--- config.mk ---
export PLATFORM = sky130hd
export DESIGN_NAME = apb_sram_bridge_flat
export DESIGN_NICKNAME = d
export VERILOG_FILES = /design/src/rtl/apb_sram_pkg.sv /design/src/rtl/apb_sram_bridge_if.sv /design/src/rtl/apb_sram_bank_decode.sv /design/src/rtl/apb_sram_bridge.sv /design/src/flat_wrapper.sv
export SDC_FILE = /design/constraint.sdc
export NUM_CORES = 1
export LEC_CHECK = 0
export ABC_AREA = 1
export BUFFER_PORTS_ARGS = -buffer_cell sky130_fd_sc_hd__buf_2
export CAP_MARGIN = 10
export CORE_MARGIN = 4
export CORE_UTILIZATION = 45
export CTS_CLUSTER_SIZE = 16
export DETAILED_ROUTE_END_ITERATION = 16
export GPL_TIMING_DRIVEN = 0
export PLACE_DENSITY = 0.84
export SKIP_CTS_REPAIR_TIMING = 1
export SYNTH_ARGS = -nofsm -noshare
export SYNTH_HDL_FRONTEND = slang
export SYNTH_SLANG_ARGS = --single-unit
--- constraint.sdc ---
create_clock -name clock -period 1.59 [get_ports clock]
set_input_delay 0.2385 -clock clock [delete_from_list [all_inputs] [get_ports clock]]
set_output_delay 0.2385 -clock clock [all_outputs]
set_load 0.005 [all_outputs]
--- src/rtl/apb_sram_pkg.sv ---
// apb_sram_pkg: shared definitions for the APB-to-SRAM bridge.
//   - state_t      : bridge FSM states (IDLE, WR, RD_WAIT, ERR)
//   - RD_LAT_MIN/MAX: supported SRAM read-latency range
//   - CNT_W        : width of the read wait counter (covers RD_LAT_MAX)
//   - PAR_W/mem_w  : SRAM word width; one extra parity bit when
//                    APB_SRAM_PARITY_EN is defined
//   - even_parity  : parity helper used on the write and read paths
package apb_sram_pkg;

  typedef enum logic [1:0] {
    IDLE    = 2'd0,
    WR      = 2'd1,
    RD_WAIT = 2'd2,
    ERR     = 2'd3
  } state_t;

  localparam int RD_LAT_MIN = 1;
  localparam int RD_LAT_MAX = 3;
  localparam int CNT_W      = 2;

`ifdef APB_SRAM_PARITY_EN
  localparam int PAR_W = 1;
`else
  localparam int PAR_W = 0;
`endif

  // SRAM word width for a given APB data width
  function automatic int mem_w(input int data_w);
    return data_w + PAR_W;
  endfunction

  // Even parity bit: makes the total count of ones (data + parity) even.
  // Callers zero-extend narrower vectors, which leaves parity unchanged.
  function automatic logic even_parity(input logic [63:0] v);
    return ^v;
  endfunction

endpackage

--- src/rtl/apb_sram_bridge_if.sv ---
// apb_sram_bridge_if: APB completer-side bus bundle for apb_sram_bridge.
//   PSel/PEnable/PWrite/PAddress/PWData : driven by the APB requester
//   PRData/PReady/PSLERR                : driven by the bridge
// Modports: master (requester view), slave (bridge view).
interface apb_sram_bridge_if #(
  parameter int ADDR_W = 9,
  parameter int DATA_W = 16
);
  logic              PSel;
  logic              PEnable;
  logic              PWrite;
  logic [ADDR_W-1:0] PAddress;
  logic [DATA_W-1:0] PWData;
  logic [DATA_W-1:0] PRData;
  logic              PReady;
  logic              PSLERR;

  modport master (
    output PSel, PEnable, PWrite, PAddress, PWData,
    input  PRData, PReady, PSLERR
  );

  modport slave (
    input  PSel, PEnable, PWrite, PAddress, PWData,
    output PRData, PReady, PSLERR
  );
endinterface

--- src/rtl/apb_sram_bank_decode.sv ---
// apb_sram_bank_decode: combinational split of an APB word address.
//   paddr        : APB word address
//   bank         : bank index (upper field above the per-bank word bits)
//   word         : word address inside the bank
//   out_of_range : address at or beyond NUM_BANKS << BANK_AW
module apb_sram_bank_decode #(
  parameter int ADDR_W    = 9,
  parameter int NUM_BANKS = 2,
  parameter int BANK_AW   = 8,
  parameter int BANK_W    = 1
) (
  input  logic [ADDR_W-1:0]  paddr,
  output logic [BANK_W-1:0]  bank,
  output logic [BANK_AW-1:0] word,
  output logic               out_of_range
);
  // One extra bit so the limit is representable when it equals 2**ADDR_W
  localparam logic [ADDR_W:0] LIMIT = (ADDR_W+1)'(NUM_BANKS << BANK_AW);

  generate
    if (NUM_BANKS > 1) begin : g_multi
      assign bank = paddr[BANK_AW +: BANK_W];
    end else begin : g_single
      assign bank = {BANK_W{1'b0}};
    end
  endgenerate

  assign word         = paddr[BANK_AW-1:0];
  assign out_of_range = ({1'b0, paddr} >= LIMIT);

endmodule

--- src/rtl/apb_sram_bridge.sv ---
// apb_sram_bridge: APB completer driving NUM_BANKS single-port SRAM banks.
//   clock, reset : rising-edge clock, asynchronous active-high reset
//   apb          : APB completer bus (apb_sram_bridge_if.slave)
//   CEn          : active-low per-bank chip enables (registered)
//   WEn          : active-low write enable (registered)
//   A, D         : bank word address / write data (registered, held)
//   Q            : bank read data, bank b at [b*MEM_W +: MEM_W]
// Optional feature macro: APB_SRAM_PARITY_EN adds an even-parity bit on D
// and checks it on reads (mismatch reported as PSLERR).
module apb_sram_bridge
  import apb_sram_pkg::*;
#(
  parameter int ADDR_W    = 9,
  parameter int DATA_W    = 16,
  parameter int NUM_BANKS = 2,
  parameter int BANK_AW   = 8,
  parameter int RD_LAT    = 1
) (
  input  logic                               clock,
  input  logic                               reset,
  apb_sram_bridge_if.slave                   apb,
  output logic [NUM_BANKS-1:0]               CEn,
  output logic                               WEn,
  output logic [BANK_AW-1:0]                 A,
  output logic [DATA_W+PAR_W-1:0]            D,
  input  logic [NUM_BANKS*(DATA_W+PAR_W)-1:0] Q
);
  localparam int MEM_W  = mem_w(DATA_W);
  localparam int BANK_W = (NUM_BANKS > 1) ? $clog2(NUM_BANKS) : 1;

  generate
    if (RD_LAT < RD_LAT_MIN || RD_LAT > RD_LAT_MAX) begin : g_bad_lat
      $error("apb_sram_bridge: RD_LAT out of supported range");
    end
  endgenerate

  state_t               state_r, state_s;
  logic [NUM_BANKS-1:0] cen_r, cen_s;
  logic                 wen_r, wen_s;
  logic [BANK_AW-1:0]   a_r, a_s;
  logic [MEM_W-1:0]     d_r, d_s;
  logic [BANK_W-1:0]    bank_r, bank_s;
  logic [CNT_W-1:0]     cnt_r, cnt_s;
  logic                 pready_r, pready_s;
  logic                 pslerr_r, pslerr_s;

  logic [BANK_W-1:0]    dec_bank_s;
  logic [BANK_AW-1:0]   dec_word_s;
  logic                 dec_oor_s;
  logic [MEM_W-1:0]     wr_word_s;
  logic [MEM_W-1:0]     q_banks_s [NUM_BANKS];
  logic [MEM_W-1:0]     q_sel_s;
  logic                 rd_ready_s;
  logic                 par_err_s;

  apb_sram_bank_decode #(
    .ADDR_W   (ADDR_W),
    .NUM_BANKS(NUM_BANKS),
    .BANK_AW  (BANK_AW),
    .BANK_W   (BANK_W)
  ) u_decode (
    .paddr       (apb.PAddress),
    .bank        (dec_bank_s),
    .word        (dec_word_s),
    .out_of_range(dec_oor_s)
  );

  genvar g;
  generate
    for (g = 0; g < NUM_BANKS; g++) begin : g_qsplit
      assign q_banks_s[g] = Q[g*MEM_W +: MEM_W];
    end
  endgenerate

  assign q_sel_s = q_banks_s[bank_r];

  // Read data is only valid in the ready cycle of a read, so it is taken
  // straight from the selected bank's Q rather than re-registered.
  assign rd_ready_s = (state_r == RD_WAIT) && pready_r;

`ifdef APB_SRAM_PARITY_EN
  assign wr_word_s = {even_parity(64'(apb.PWData)), apb.PWData};
  assign par_err_s = rd_ready_s && even_parity(64'(q_sel_s));
`else
  assign wr_word_s = apb.PWData;
  assign par_err_s = 1'b0;
`endif

  // Next-state and next-output logic of the transfer FSM
  always_comb begin
    state_s  = state_r;
    cen_s    = {NUM_BANKS{1'b1}};
    wen_s    = 1'b1;
    a_s      = a_r;
    d_s      = d_r;
    bank_s   = bank_r;
    cnt_s    = cnt_r;
    pready_s = 1'b0;
    pslerr_s = 1'b0;

    case (state_r)
      IDLE: begin
        if (apb.PSel && !apb.PEnable) begin
          bank_s = dec_bank_s;
          a_s    = dec_word_s;
          d_s    = wr_word_s;
          if (dec_oor_s) begin
            // No SRAM strobe; respond with an error in the first access cycle
            state_s  = ERR;
            pready_s = 1'b1;
            pslerr_s = 1'b1;
          end else if (apb.PWrite) begin
            state_s           = WR;
            cen_s[dec_bank_s] = 1'b0;
            wen_s             = 1'b0;
            pready_s          = 1'b1;
          end else begin
            state_s           = RD_WAIT;
            cen_s[dec_bank_s] = 1'b0;
            cnt_s             = CNT_W'(RD_LAT);
          end
        end else begin
          state_s = IDLE;
        end
      end

      WR, ERR: begin
        // Single-cycle responses: done (or abandoned) after this cycle
        state_s = IDLE;
      end

      RD_WAIT: begin
        if (!apb.PSel) begin
          // Requester gave up: drop the transfer without a response
          state_s = IDLE;
          cnt_s   = {CNT_W{1'b0}};
        end else if (pready_r) begin
          state_s = IDLE;
          cnt_s   = {CNT_W{1'b0}};
        end else begin
          // Counter reaches zero in access cycle RD_LAT+1, the ready cycle
          cnt_s    = cnt_r - 2'd1;
          pready_s = (cnt_r == 2'd1);
        end
      end

      default: begin
        state_s = IDLE;
        cnt_s   = {CNT_W{1'b0}};
      end
    endcase
  end

  // State and output registers
  always_ff @(posedge clock or posedge reset) begin
    if (reset) begin
      state_r  <= IDLE;
      cen_r    <= {NUM_BANKS{1'b1}};
      wen_r    <= 1'b1;
      a_r      <= {BANK_AW{1'b0}};
      d_r      <= {MEM_W{1'b0}};
      bank_r   <= {BANK_W{1'b0}};
      cnt_r    <= {CNT_W{1'b0}};
      pready_r <= 1'b0;
      pslerr_r <= 1'b0;
    end else begin
      state_r  <= state_s;
      cen_r    <= cen_s;
      wen_r    <= wen_s;
      a_r      <= a_s;
      d_r      <= d_s;
      bank_r   <= bank_s;
      cnt_r    <= cnt_s;
      pready_r <= pready_s;
      pslerr_r <= pslerr_s;
    end
  end

  assign CEn        = cen_r;
  assign WEn        = wen_r;
  assign A          = a_r;
  assign D          = d_r;
  assign apb.PReady = pready_r;
  assign apb.PSLERR = pslerr_r | par_err_s;
  assign apb.PRData = rd_ready_s ? q_sel_s[DATA_W-1:0] : {DATA_W{1'b0}};

endmodule

--- src/flat_wrapper.sv ---
// flat-port wrapper written by rule: the top's interface ports become plain ports
module apb_sram_bridge_flat import apb_sram_pkg::*;
#(
  parameter int ADDR_W    = 9,
  parameter int DATA_W    = 16,
  parameter int NUM_BANKS = 2,
  parameter int BANK_AW   = 8,
  parameter int RD_LAT    = 1
)
  (clock, reset, CEn, WEn, A, D, Q, apb_PSel, apb_PEnable, apb_PWrite, apb_PAddress, apb_PWData, apb_PRData, apb_PReady, apb_PSLERR);
  apb_sram_bridge_if #(.ADDR_W(ADDR_W), .DATA_W(DATA_W)) apb_i ();
  input  logic clock;
  input  logic reset;
  output logic [NUM_BANKS-1:0] CEn;
  output logic WEn;
  output logic [BANK_AW-1:0] A;
  output logic [DATA_W+PAR_W-1:0] D;
  input  logic [NUM_BANKS*(DATA_W+PAR_W)-1:0] Q;
  input wire logic [$bits(apb_i.PSel)-1:0] apb_PSel;
  input wire logic [$bits(apb_i.PEnable)-1:0] apb_PEnable;
  input wire logic [$bits(apb_i.PWrite)-1:0] apb_PWrite;
  input wire logic [$bits(apb_i.PAddress)-1:0] apb_PAddress;
  input wire logic [$bits(apb_i.PWData)-1:0] apb_PWData;
  output wire logic [$bits(apb_i.PRData)-1:0] apb_PRData;
  output wire logic [$bits(apb_i.PReady)-1:0] apb_PReady;
  output wire logic [$bits(apb_i.PSLERR)-1:0] apb_PSLERR;
  assign apb_i.PSel = apb_PSel;
  assign apb_i.PEnable = apb_PEnable;
  assign apb_i.PWrite = apb_PWrite;
  assign apb_i.PAddress = apb_PAddress;
  assign apb_i.PWData = apb_PWData;
  assign apb_PRData = apb_i.PRData;
  assign apb_PReady = apb_i.PReady;
  assign apb_PSLERR = apb_i.PSLERR;
  apb_sram_bridge #(.ADDR_W(ADDR_W), .DATA_W(DATA_W), .NUM_BANKS(NUM_BANKS), .BANK_AW(BANK_AW), .RD_LAT(RD_LAT)) u_core (.clock(clock), .reset(reset), .apb(apb_i), .CEn(CEn), .WEn(WEn), .A(A), .D(D), .Q(Q));
endmodule
==> results.json <==
{
  "nets": 390,
  "clk_path_buf_depth": 2,
  "antenna_found_initial": 0,
  "synth-compound-area-share_pct": 5.860,
  "path_cells": "nor2_4 -> nand2_4 -> buf_8 -> a21oi_2 -> buf_2",
  "root_buffer": "clkbuf_4",
  "cts_tree": "done",
  "postSynthAreaPerCell_um2": 8.034,
  "critPathTopFamily": "flip-flops",
  "maxCapViolations": 0,
  "arrival_ps": 1370,
  "portBuffers": 105,
  "holdCritPathClass": "in -> reg",
  "syn_area_um2": 1623,
  "htree_num_levels": 2,
  "vdd_drop_max_mv": 0.8137,
  "grt_pass1_wl_um": 6058,
  "yosys.area_share.simple_pct": 34.46,
  "fp.dieArea_um2": 4631,
  "core_area_um2": 3416,
  "start_util_pct": 47.51,
  "drcViolationCount": 0,
  "finalCritPeriodShare_pct": 100.9,
  "yosys_most_used_dff": "dfrtp_1",
  "ys_types": 23,
  "stdcell_count": 374,
  "grt_pass1_vias": 1408,
  "gp_congestion": 0.7680,
  "crit_path_start_kind": "flop",
  "synthAdderAreaFrac_pct": 0.7710,
  "drv_slew": 0,
  "max_stage_delay_ps": 440,
  "synth_top_family_by_area": "simple AND/OR/NAND/NOR gates",
  "syn_to_final_growth_pct": 55.67,
  "die_h_um": 68.05,
  "insertion_delay_ps": 340,
  "vias_per_cell": 4.631,
  "place_area_um2": 2206,
  "grt-ovfl-total": 0,
  "status": "finished, violations left",
  "critical_path_class": "reg -> out",
  "vias": 1732,
  "timing.fmax_mhz": 623.3,
  "antenna_cells": 0,
  "clkSinkCount": 33,
  "wl_per_cell_um": 12.20,
  "dp_hpwl_um": 3319,
  "synth_nets": 265,
  "drt-initial-drc-count": 38,
  "leakage_nw": 1.465,
  "first_pass_iters": 4,
  "cp-end-kind": "output pin",
  "worst_hold_slack_ps": 51.57,
  "num_io_pins": 107,
  "rows": 21,
  "drive_gt1_share_pct": 52.74,
  "design_area_um2": 2526,
  "synth_warnings": 0,
  "die_w_um": 68.05,
  "setup_viol": 4,
  "path_clk_slew_ps": 100,
  "fin_crit_ps": 1604,
  "grt_max_degree": 34,
  "clock_skew_ps": 9.399,
  "synthXorXnorAreaFrac_pct": 0,
  "hold_viol": 0,
  "violations": "negative setup slack",
  "grtUsageTotal_pct": 17.81,
  "setup_ws_ps": -14.28,
  "synth_edf_count": 0,
  "rsz0062_at_grt": "true",
  "synth_seq_cells": 33,
  "worstPathRequired_ps": 1350,
  "power.density_nw_per_um2": 958.2,
  "synth_mux_area_share_pct": 0,
  "cp_slowest_cell": "dfrtp_2",
  "critPathBufInv": 2,
  "dp_cells": 353,
  "ys_async_sr_fraction_pct": 100.0,
  "crit_fanout": 10,
  "wl_um": 4562,
  "antenna_left": 0,
  "synth_seq_area_share_pct": 51.12,
  "numCtsBuffers": 5,
  "syn-instance-count": 202
}
-- synthesized netlist by cell type, types with 2 or more instances --
master   number  share of area (%)
dfstp_2       3                4.9
nand2_2      11                4.2
a21oi_1      16                4.9
inv_1         8                1.9
nand2_4       2                1.4
nor2_1        2               0.46
o21ai_0       2               0.62
buf_2         4                1.2
dfrtp_1      30                 46
nand2_1     104                 24
nand3_1       4                1.2
buf_6         3                2.1
inv_2         3               0.69
-- final cells by class --
type	instances	area [um^2]
buffer	9	110.1
clock buffer	5	37.54
clock inverter	3	46.29
fill	266	889.6
inverter	11	48.80
multi-input combinational	149	728.2
sequential	33	830.8
tap	46	57.56
timing repair buffer	118	666.9
-- flip-flops by register name, indices dropped and copies added, names as in the netlist --
register,count
u_core.A,8
u_core.CEn,2
u_core.D,16
u_core.WEn,1
u_core.apb.PReady,1
u_core.bank_r,1
u_core.cnt_r,2
u_core.state_r,2
-- cell families (layout without fill, tap and decap cells) --
group | count (synthesis) | count (layout)
buffers and inverters | 20 | 146
adder cells (fa/ha/maj) | 1 | 1
flip-flops | 33 | 33
AO/OA/AOI/OAI | 19 | 19
other | 1 | 1
AND/OR/NAND/NOR | 128 | 128
-- cell usage in the layout (no fill, tap or decap), types with 4 or more instances in the layout --
cell | synthesis | layout
buf_6 | 3 | 5
a21oi_1 | 16 | 4
nand2_1 | 104 | 101
clkbuf_4 | 0 | 5
buf_4 | 1 | 11
buf_2 | 4 | 105
a21oi_2 | 0 | 12
nand2_2 | 11 | 13
inv_1 | 8 | 7
nand3_1 | 4 | 4
dfrtp_1 | 30 | 29
-- routing by layer --
metal	up-vias	GRT usage (%)	routed length, um
met5	-	0	0
met4	0	5.211	47
met3	5	9.031	712
met2	90	31.77	2204
met1	773	18.08	1597
li1	864	-	-
-- worst paths after layout --
| path | startpoint | end | slack, ps | cells after the start |
|---|---|---|---|---|
| worst max-delay path | u_core.state_r[0]$_DFFE_PP0P_ | apb_PRData[7] | -10 | 5 |
| worst min-delay path | apb_PAddress[8] | u_core.CEn[1]$_DFF_PP1_ | 50 | 2 |
| worst max register to register | u_core.state_r[0]$_DFFE_PP0P_ | u_core.D[9]$_DFFE_PP0P_ | 360 | 7 |
| worst min register to register | u_core.A[7]$_DFFE_PP0P_ | u_core.A[7]$_DFFE_PP0P_ | 480 | 2 |
| max in group asynchronous | reset | u_core.CEn[0]$_DFF_PP1_ | 640 | 4 |
| min in group asynchronous | reset | u_core.D[4]$_DFFE_PP0P_ | 410 | 3 |
-- power by group --
| part | total [mW] | switching [mW] | internal, mW |
|---|---|---|---|
| Combinational | 0.726 | 0.365 | 0.361 |
| Sequential | 1.06 | 0.0772 | 0.980 |
| Clock | 0.638 | 0.305 | 0.333 |
| Total | 2.42 | 0.747 | 1.67 |
-- per-stage QoR --
step                total power [mW]  TNS [ps]  worst slack [ps]  util, %
floorplan                      1.376         0             349.8        -
global placement               1.627         0             120.8    64.58
detailed placement             1.652         0             104.5    64.58
CTS                            2.292     -2907            -284.4    67.03
global route                   2.575     -1198            -104.7    73.96
finish                         2.421    -25.58            -14.28    73.96
Note: power is estimated with default switching activity, not from simulation.
